==> src/rtl/add_result_collector.sv <==
// Result collector behind the two-phase 64-bit adder: tracks the LOAD/SHIFT/SUM
// schedule, captures sum/carry/overflow with a sequence tag and queues results.
module add_result_collector #(
    parameter int N     = 64,
    parameter int DEPTH = 4,
    parameter int TAGW  = 8
) (
    input  logic                     clk,
    input  logic                     rst,
    input  logic                     slot_en,
    input  logic                     op_a_msb,
    input  logic                     op_b_msb,
    input  logic [N-1:0]             sum,
    input  logic                     cout,
    output logic [1:0]               phase,
    output logic                     out_valid,
    input  logic                     out_ready,
    output logic [N-1:0]             out_sum,
    output logic                     out_cout,
    output logic                     out_ovf,
    output logic [TAGW-1:0]          out_tag,
    output logic [$clog2(DEPTH):0]   fifo_count,
    output logic [15:0]              drop_cnt
);

    localparam int AW = $clog2(DEPTH);
    localparam int CW = AW + 1;
    localparam logic [CW-1:0] FULL_COUNT = CW'(DEPTH);

    typedef enum logic [1:0] {
        PH_LOAD  = 2'd0,
        PH_SHIFT = 2'd1,
        PH_SUM   = 2'd2,
        PH_BAD   = 2'd3
    } phase_t;

    phase_t state, state_nxt;
    logic   capture;

    logic [AW-1:0]   wr_ptr, rd_ptr;
    logic [CW-1:0]   count;
    logic [TAGW-1:0] tag_ctr;

    logic [N-1:0]    mem_sum  [DEPTH];
    logic            mem_cout [DEPTH];
    logic            mem_ovf  [DEPTH];
    logic [TAGW-1:0] mem_tag  [DEPTH];

    logic cap_ovf;
    logic pop, push, drop, full;

    // Phase machine mirrors the adder's schedule; shares the adder's reset net.
    always_ff @(posedge clk or negedge rst) begin
        if (!rst) begin
            state <= PH_LOAD;
        end else begin
            state <= state_nxt;
        end
    end

    always_comb begin
        state_nxt = PH_LOAD;
        capture   = 1'b0;
        case (state)
            PH_LOAD:  state_nxt = PH_SHIFT;
            PH_SHIFT: state_nxt = PH_SUM;
            PH_SUM: begin
                state_nxt = PH_LOAD;
                capture   = slot_en;
            end
            default:  state_nxt = PH_LOAD;
        endcase
    end

    assign phase = state;

    assign cap_ovf = (op_a_msb == op_b_msb) && (sum[N-1] != op_a_msb);

    assign full = (count == FULL_COUNT);
    assign pop  = out_valid && out_ready;
    // A full FIFO still accepts when the head leaves on the same edge.
    assign push = capture && (!full || pop);
    assign drop = capture && !push;

    always_ff @(posedge clk or negedge rst) begin
        if (!rst) begin
            wr_ptr   <= '0;
            rd_ptr   <= '0;
            count    <= '0;
            tag_ctr  <= '0;
            drop_cnt <= '0;
        end else begin
            if (push) begin
                wr_ptr <= wr_ptr + 1'b1;
            end
            if (pop) begin
                rd_ptr <= rd_ptr + 1'b1;
            end
            case ({push, pop})
                2'b10:   count <= count + 1'b1;
                2'b01:   count <= count - 1'b1;
                default: count <= count;
            endcase
            if (capture) begin
                tag_ctr <= tag_ctr + 1'b1;
            end
            if (drop && (drop_cnt != '1)) begin
                drop_cnt <= drop_cnt + 1'b1;
            end
        end
    end

    always_ff @(posedge clk or negedge rst) begin
        if (!rst) begin
            for (int unsigned i = 0; i < DEPTH; i++) begin
                mem_sum[i]  <= '0;
                mem_cout[i] <= 1'b0;
                mem_ovf[i]  <= 1'b0;
                mem_tag[i]  <= '0;
            end
        end else if (push) begin
            mem_sum[wr_ptr]  <= sum;
            mem_cout[wr_ptr] <= cout;
            mem_ovf[wr_ptr]  <= cap_ovf;
            mem_tag[wr_ptr]  <= tag_ctr;
        end
    end

    assign out_valid  = (count != '0);
    assign fifo_count = count;
    assign out_sum    = mem_sum[rd_ptr];
    assign out_cout   = mem_cout[rd_ptr];
    assign out_ovf    = mem_ovf[rd_ptr];
    assign out_tag    = mem_tag[rd_ptr];

endmodule

==> config.mk <==
export PLATFORM = sky130hd
export DESIGN_NAME = add_result_collector
export DESIGN_NICKNAME = d
export VERILOG_FILES = /design/src/rtl/add_result_collector.sv
export SDC_FILE = /design/constraint.sdc
export NUM_CORES = 1
export LEC_CHECK = 0
export CAP_MARGIN = 20
export CORE_ASPECT_RATIO = 0.75
export CORE_UTILIZATION = 35
export DETAILED_ROUTE_END_ITERATION = 8
export PLACE_DENSITY = 0.54
export SLEW_MARGIN = 20
export SYNTH_ARGS = -nofsm -noshare
export SYNTH_HDL_FRONTEND = slang
export SYNTH_SLANG_ARGS = --single-unit
==> constraint.sdc <==
create_clock -name clk -period 2.13 [get_ports clk]
set_input_delay 0.426 -clock clk [delete_from_list [all_inputs] [get_ports clk]]
set_output_delay 0.426 -clock clk [all_outputs]
set_load 0.1 [all_outputs]
==> flow_summary.yaml, run 1 <==
run_status:
  outcome: "finished, violations left"
  violations: "setup timing"
detailed_routing:
  dr_total_vias: 8118
  dr.pass1.iters: 4
  drc: 0
  viasPerCell: 4.98
  final_antenna_net_count: 0
  drt_iter0_markers: 300
  wl_per_cell_microns: 19.4
  wl_mm: 31.7
floorplanning:
  fp.dieH_microns: 178
  core_area_sq_um: 40800
  die_w_microns: 237
  num_io_pins: 167
  start_util_pct: 35.5
  rows: 64
  dieArea_sq_um: 42200
global_routing:
  grt_max_degree: 78
  grt_pass1_vias: 8634
  top_usage_layer: "met2"
  grt_util_met2_pct: 23.8
  grt_pass1_wl_mm: 50.5
  gr-usage-met3_pct: 3.14
  grt_overflow: 0
  antenna_found_initial: 0
  grt_usage_pct: 15.4
  global_route.usage.met1_pct: 22.2
placement:
  hpwlAfterDp_mm: 19.4
  routabilityCongestion: 0.702
  portBuffers: 166
  dpl_cell_area_sq_um: 17700
critical_path:
  reg2reg_from: "fifo_count[0]"
  slowest_delay_ps: 560
  worst_setup_path_start_kind: "flip-flop"
  crit_path_end_kind: "output port"
  r2r_cells: 7
  r2r-end: "mem_sum[177]"
  cp_cell_sequence: "buf_4, buf_12, mux4_2, buf_12"
  worst-r2r-setup-slack_ps: 100
  crit_type: "flip-flop to output port"
  required_ps: 1700
  crit_path_top_delay_cell: "mux4_2"
  cp-startpoint: "rd_ptr[0]"
  crit_arrival_ps: 2080
  crit_path_max_fanout: 7
  crit_path_frequent_cell: "buf_12"
sta:
  min_period_ps: 2500
  drv_slew: 0
  finalClockSkew_ps: 12.2
  final.setup.worst_slack_ps: -373
  fin_setup_tns_ps: -24330
  finalCritPeriodShare_pct: 117
  hold_viol_final: 0
  timing.fmax_mhz: 400
  setup_viol: 74
  worst_slew_pin_slew_ps: 643
  slew_headroom_pct: 57.0
  rsz0062_at_grt: "true"
cells_and_area:
  layout.nets: 1154
  drive_gt1_share_pct: 55.6
  syn_to_final_growth_pct: 32.1
  final_area_sq_um: 19100
synthesis:
  synth.distinct_cells: 39
  syn_area_per_cell_sq_um: 16.7
  seq_area_frac_synth_pct: 56.9
  yosys.area.top_type: "dfrtp_1"
  netlist_instances: 868
  yosys_register_bits: 329
  synth_top_area_share_pct: 56.9
  synth_area_leaders: "dfrtp_1 57%, mux2_2 23%, mux4_2 12%"
  synth_area_sq_um: 14500
  synth_nets: 946
  yosysWarnings: 0
clocking:
  cts_tree: "built"
  clk_pin_slew_ps: 60
  numCtsBuffers: 37
  cts_root_buf: "clkbuf_16"
  htree_num_levels: 2
  insertion_delay_ps: 520
  cts.sinks: 329
  clock_path_buffers: 3
run:
  maxCapViolations: 0
worst_hold_path:
  hold_class: "input pin to async pin"
repair_timing:
item / 4_1_cts / 5_1_grt
resized for setup: 2 / 0
hold buffers: 1 / 0
hold endpoints to repair: 35 / 0
gates cloned: 1 / 4
setup buffers: 7 / 0
setup endpoints to repair: 75 / 74
per-stage QoR:
step                      hold slack, ps  setup slack [ps]  util (%)  instances
after detailed placement             358              -211      43.4       1552
after global placement               352              -184      43.4       1552
after floorplan                      130              -103         -        868
after global routing                 417              -447      46.9       1628
final                                407              -373      46.9       1629
after CTS                            398              -430      46.7       1624
layout make-up:
type / count / area (sq um)
tap: 528 / 661
antenna: 1 / 2.50
inverter: 10 / 37.5
sequential: 329 / 8270
clock buffer: 49 / 1060
timing repair buffer: 221 / 3130
clock inverter: 14 / 155
multi-input combinational: 477 / 5820
fill: 3494 / 21600
layer usage:
layer  part of all wire [%]  up-vias
met5                      0        -
met4                    1.7        0
met3                    4.5       39
met2                     46      141
met1                     47     4283
li1                       -     3655
worst max path at each step:
stage,endpoint,slack [ps]
floorplan,out_sum[32],-100
global placement,fifo_count[2],-180
detailed placement,mem_sum[177],-210
CTS,out_sum[21],-430
global route,out_sum[60],-450
finish,out_sum[60],-370
critical path, delay by kind of cell, from the launching register on:
family | cells | cell delay (ps)
multiplexers | 1 | 560
buffers and inverters | 3 | 510
flip-flops | 1 | 480
cells in the mapped netlist:
| master | n |
|---|---|
| and3b_1 | 1 |
| and4_1 | 1 |
| fa_1 | 1 |
| nor2_1 | 5 |
| or3_2 | 1 |
| a2111oi_2 | 1 |
| mux4_2 | 74 |
| or2_2 | 1 |
| mux2i_1 | 1 |
| inv_1 | 10 |
| and3_1 | 2 |
| a21oi_1 | 4 |
| mux2_2 | 298 |
| o211ai_1 | 1 |
| o21ai_0 | 2 |
| nand4_1 | 6 |
| buf_1 | 2 |
| dfrtp_1 | 329 |
| xor2_1 | 11 |
| o31ai_1 | 1 |
| nor3_1 | 2 |
| xnor2_1 | 15 |
| ha_1 | 6 |
| nor4_1 | 4 |
| nand2_1 | 14 |
| nand3b_1 | 1 |
| nand3_1 | 10 |
| buf_6 | 28 |
| o31a_2 | 1 |
| nor2_2 | 1 |
| nor2b_1 | 1 |
| clkbuf_1 | 10 |
| a2111oi_0 | 3 |
| nor4b_4 | 1 |
| or2_1 | 1 |
| nand2_4 | 1 |
| a211oi_1 | 4 |
| buf_2 | 12 |
| o21bai_1 | 1 |
kinds of logic after synthesis:
family	share of synthesized area [%]
AND/OR/NAND/NOR	2.07
adder cells (fa/ha/maj)	0.657
AO/OA/AOI/OAI	0.925
buffers and inverters	3.16
multiplexers	34.8
XOR/XNOR	1.57
flip-flops	56.9
sequential cells by signal, summed over array words and instances, names as in the netlist, 3 cells and up:
name / count
mem_ovf: 4
mem_tag: 32
drop_cnt: 16
mem_sum: 256
mem_cout: 4
fifo_count: 3
tag_ctr: 8
layout by cell type (no fill, tap or decap), types with 11 or more instances in the layout:
cell type	synthesis	final
buf_12	0	94
buf_4	0	50
clkbuf_16	0	43
clkdlybuf4s50_1	0	69
dfrtp_1	329	309
dfrtp_2	0	17
mux2_2	298	298
mux4_2	74	74
xnor2_1	15	15
xor2_1	11	11
Power of run 1 is not shown: default switching activity piles up to over one toggle a cycle in this logic, so the estimate is an artifact.
==> inputs of run 2 (changes only) <==
--- a/config.mk
+++ b/config.mk
@@ -8,6 +8,7 @@
 export CAP_MARGIN = 20
 export CORE_ASPECT_RATIO = 0.75
 export CORE_UTILIZATION = 35
+export CTS_CLUSTER_SIZE = 40
 export DETAILED_ROUTE_END_ITERATION = 8
 export PLACE_DENSITY = 0.54
 export SLEW_MARGIN = 20
==> results of run 2 <==
Final layout, timing and power as in run 1 (identical DEF).
Power of run 2 is left out for the same reason.
==> inputs of run 3 (changes only) <==
--- a/config.mk
+++ b/config.mk
@@ -10,6 +10,7 @@
 export CORE_UTILIZATION = 35
 export CTS_CLUSTER_SIZE = 40
 export DETAILED_ROUTE_END_ITERATION = 8
+export GPL_TIMING_DRIVEN = 0
 export PLACE_DENSITY = 0.54
 export SLEW_MARGIN = 20
 export SYNTH_ARGS = -nofsm -noshare
==> flow_summary.yaml, run 3 (same netlist as run 1, synthesis figures left out) <==
cells_and_area:
  final_area_sq_um: 18800
  layout_common_cells: "310 x dfrtp_1, 298 x mux2_2, 93 x buf_6"
  fin_util_pct: 46.1
  layout.nets: 1171
  n_antenna_cell: 0
  largest_register: "mem_sum"
  stdcell_count: 1651
  drive_gt1_share_pct: 55.3
  final_common_cell: "dfrtp_1"
  syn_to_final_growth_pct: 29.7
  largest_register_ffs: 256
  top_regs: "mem_sum x256, mem_tag x32, drop_cnt x16"
sta:
  rsz0062_at_grt: "true"
  finalCritPeriodShare_pct: 118
  setup_viol: 74
  hold_viol_final: 0
  finalClockSkew_ps: 14.6
  slew_headroom_pct: 57.7
  final.setup.worst_slack_ps: -382
  worst_slew_pin_slew_ps: 632
  timing.fmax_mhz: 398
  drv_slew: 0
  min_period_ps: 2510
worst_hold_path:
  hold_class: "input pin to async pin"
placement:
  routabilityCongestion: 0.699
  portBuffers: 166
  dp_slack_ps: -1550
  post-place-cells: 1565
  dpl_cell_area_sq_um: 16900
  hpwlAfterDp_mm: 20.4
critical_path:
  crit_path_max_fanout: 5
  worst_setup_path_start_kind: "flip-flop"
  crit_path_end_kind: "output port"
  crit_type: "flip-flop to output port"
  crit_path_frequent_cell: "buf_12"
  crit_path_top_delay_cell: "mux4_2"
  slowest_delay_ps: 570
  r2r_cells: 6
  required_ps: 1700
  crit_arrival_ps: 2090
  cp_cell_sequence: "buf_12, buf_12, buf_12, mux4_2, buf_12"
global_routing:
  grt_max_degree: 92
  grt_overflow: 0
  antenna_found_initial: 0
  grt_usage_pct: 16.0
  grt_pass1_vias: 8788
  grt_pass1_wl_mm: 52.1
clocking:
  numCtsBuffers: 38
  htree_num_levels: 2
  cts_root_buf: "clkbuf_16"
  cts_tree: "built"
  clk_pin_slew_ps: 60
  cts.sinks: 329
  insertion_delay_ps: 530
  clock_path_buffers: 3
floorplanning:
  start_util_pct: 35.5
  fp.dieH_microns: 178
  die_w_microns: 237
  rows: 64
  num_io_pins: 167
  core_area_sq_um: 40800
  dieArea_sq_um: 42200
detailed_routing:
  drt_iter0_markers: 336
  drc: 0
  final_antenna_net_count: 0
  dr_total_vias: 8172
  wl_mm: 32.6
  viasPerCell: 4.95
  wl_per_cell_microns: 19.7
  dr.pass1.iters: 4
run_status:
  violations: "setup timing"
  outcome: "finished, violations left"
run:
  maxCapViolations: 0
[run 3: worst paths after layout]
check | from | slack, ps | endpoint
max in group asynchronous | rst | 770 | phase[0]
worst min-delay path | rst | 470 | mem_sum[208]
worst max register to register | phase[0] | 90 | mem_sum[233]
worst max-delay path | rd_ptr[0] | -380 | out_tag[0]
min in group clk | phase[1] | 470 | phase[0]
worst min register to register | phase[1] | 470 | phase[0]
[run 3: metal layers]
layer / part of all wire, % / GRT usage [%] / vias to the layer above
met4: 1.6 / 3.95 / 0
met2: 45 / 24.0 / 129
li1: - / - / 3689
met1: 50 / 23.9 / 4310
met3: 3.5 / 2.80 / 44
met5: 0 / 0 / -
[run 3: per-stage QoR]
step | setup TNS [ps] | hold slack (ps)
5_1_grt | -28730 | 503
3_3_place_gp | -5019470 | 457
6_report | -23030 | 466
2_1_floorplan | -3820 | 130
3_5_place_dp | -230010 | 438
4_1_cts | -26900 | 469
[run 3: worst max-delay path, delay by kind of cell, from the launching register on]
family | cells | cell delay, ps
multiplexers | 1 | 570
flip-flops | 1 | 400
buffers and inverters | 4 | 570
[run 3: area by class of cell]
cell class,instances,area [sq um]
Fill cell,3594,22000
Tap cell,528,661
Timing Repair Buffer,187,2200
Multi-Input combinational cell,477,5800
Sequential cell,329,8260
Clock inverter,8,65.1
Clock buffer,62,1170
Buffer,50,579
Inverter,10,37.5
[run 3: what timing repair did]
item	CTS	global route
gates resized for setup	661	6
hold buffers	1	0
endpoints found under the hold margin	67	0
buffers inserted	13	1
pin swaps	1	0
setup endpoints to repair	350	76
cloned	2	1
Power of run 3 is left out for the same reason.
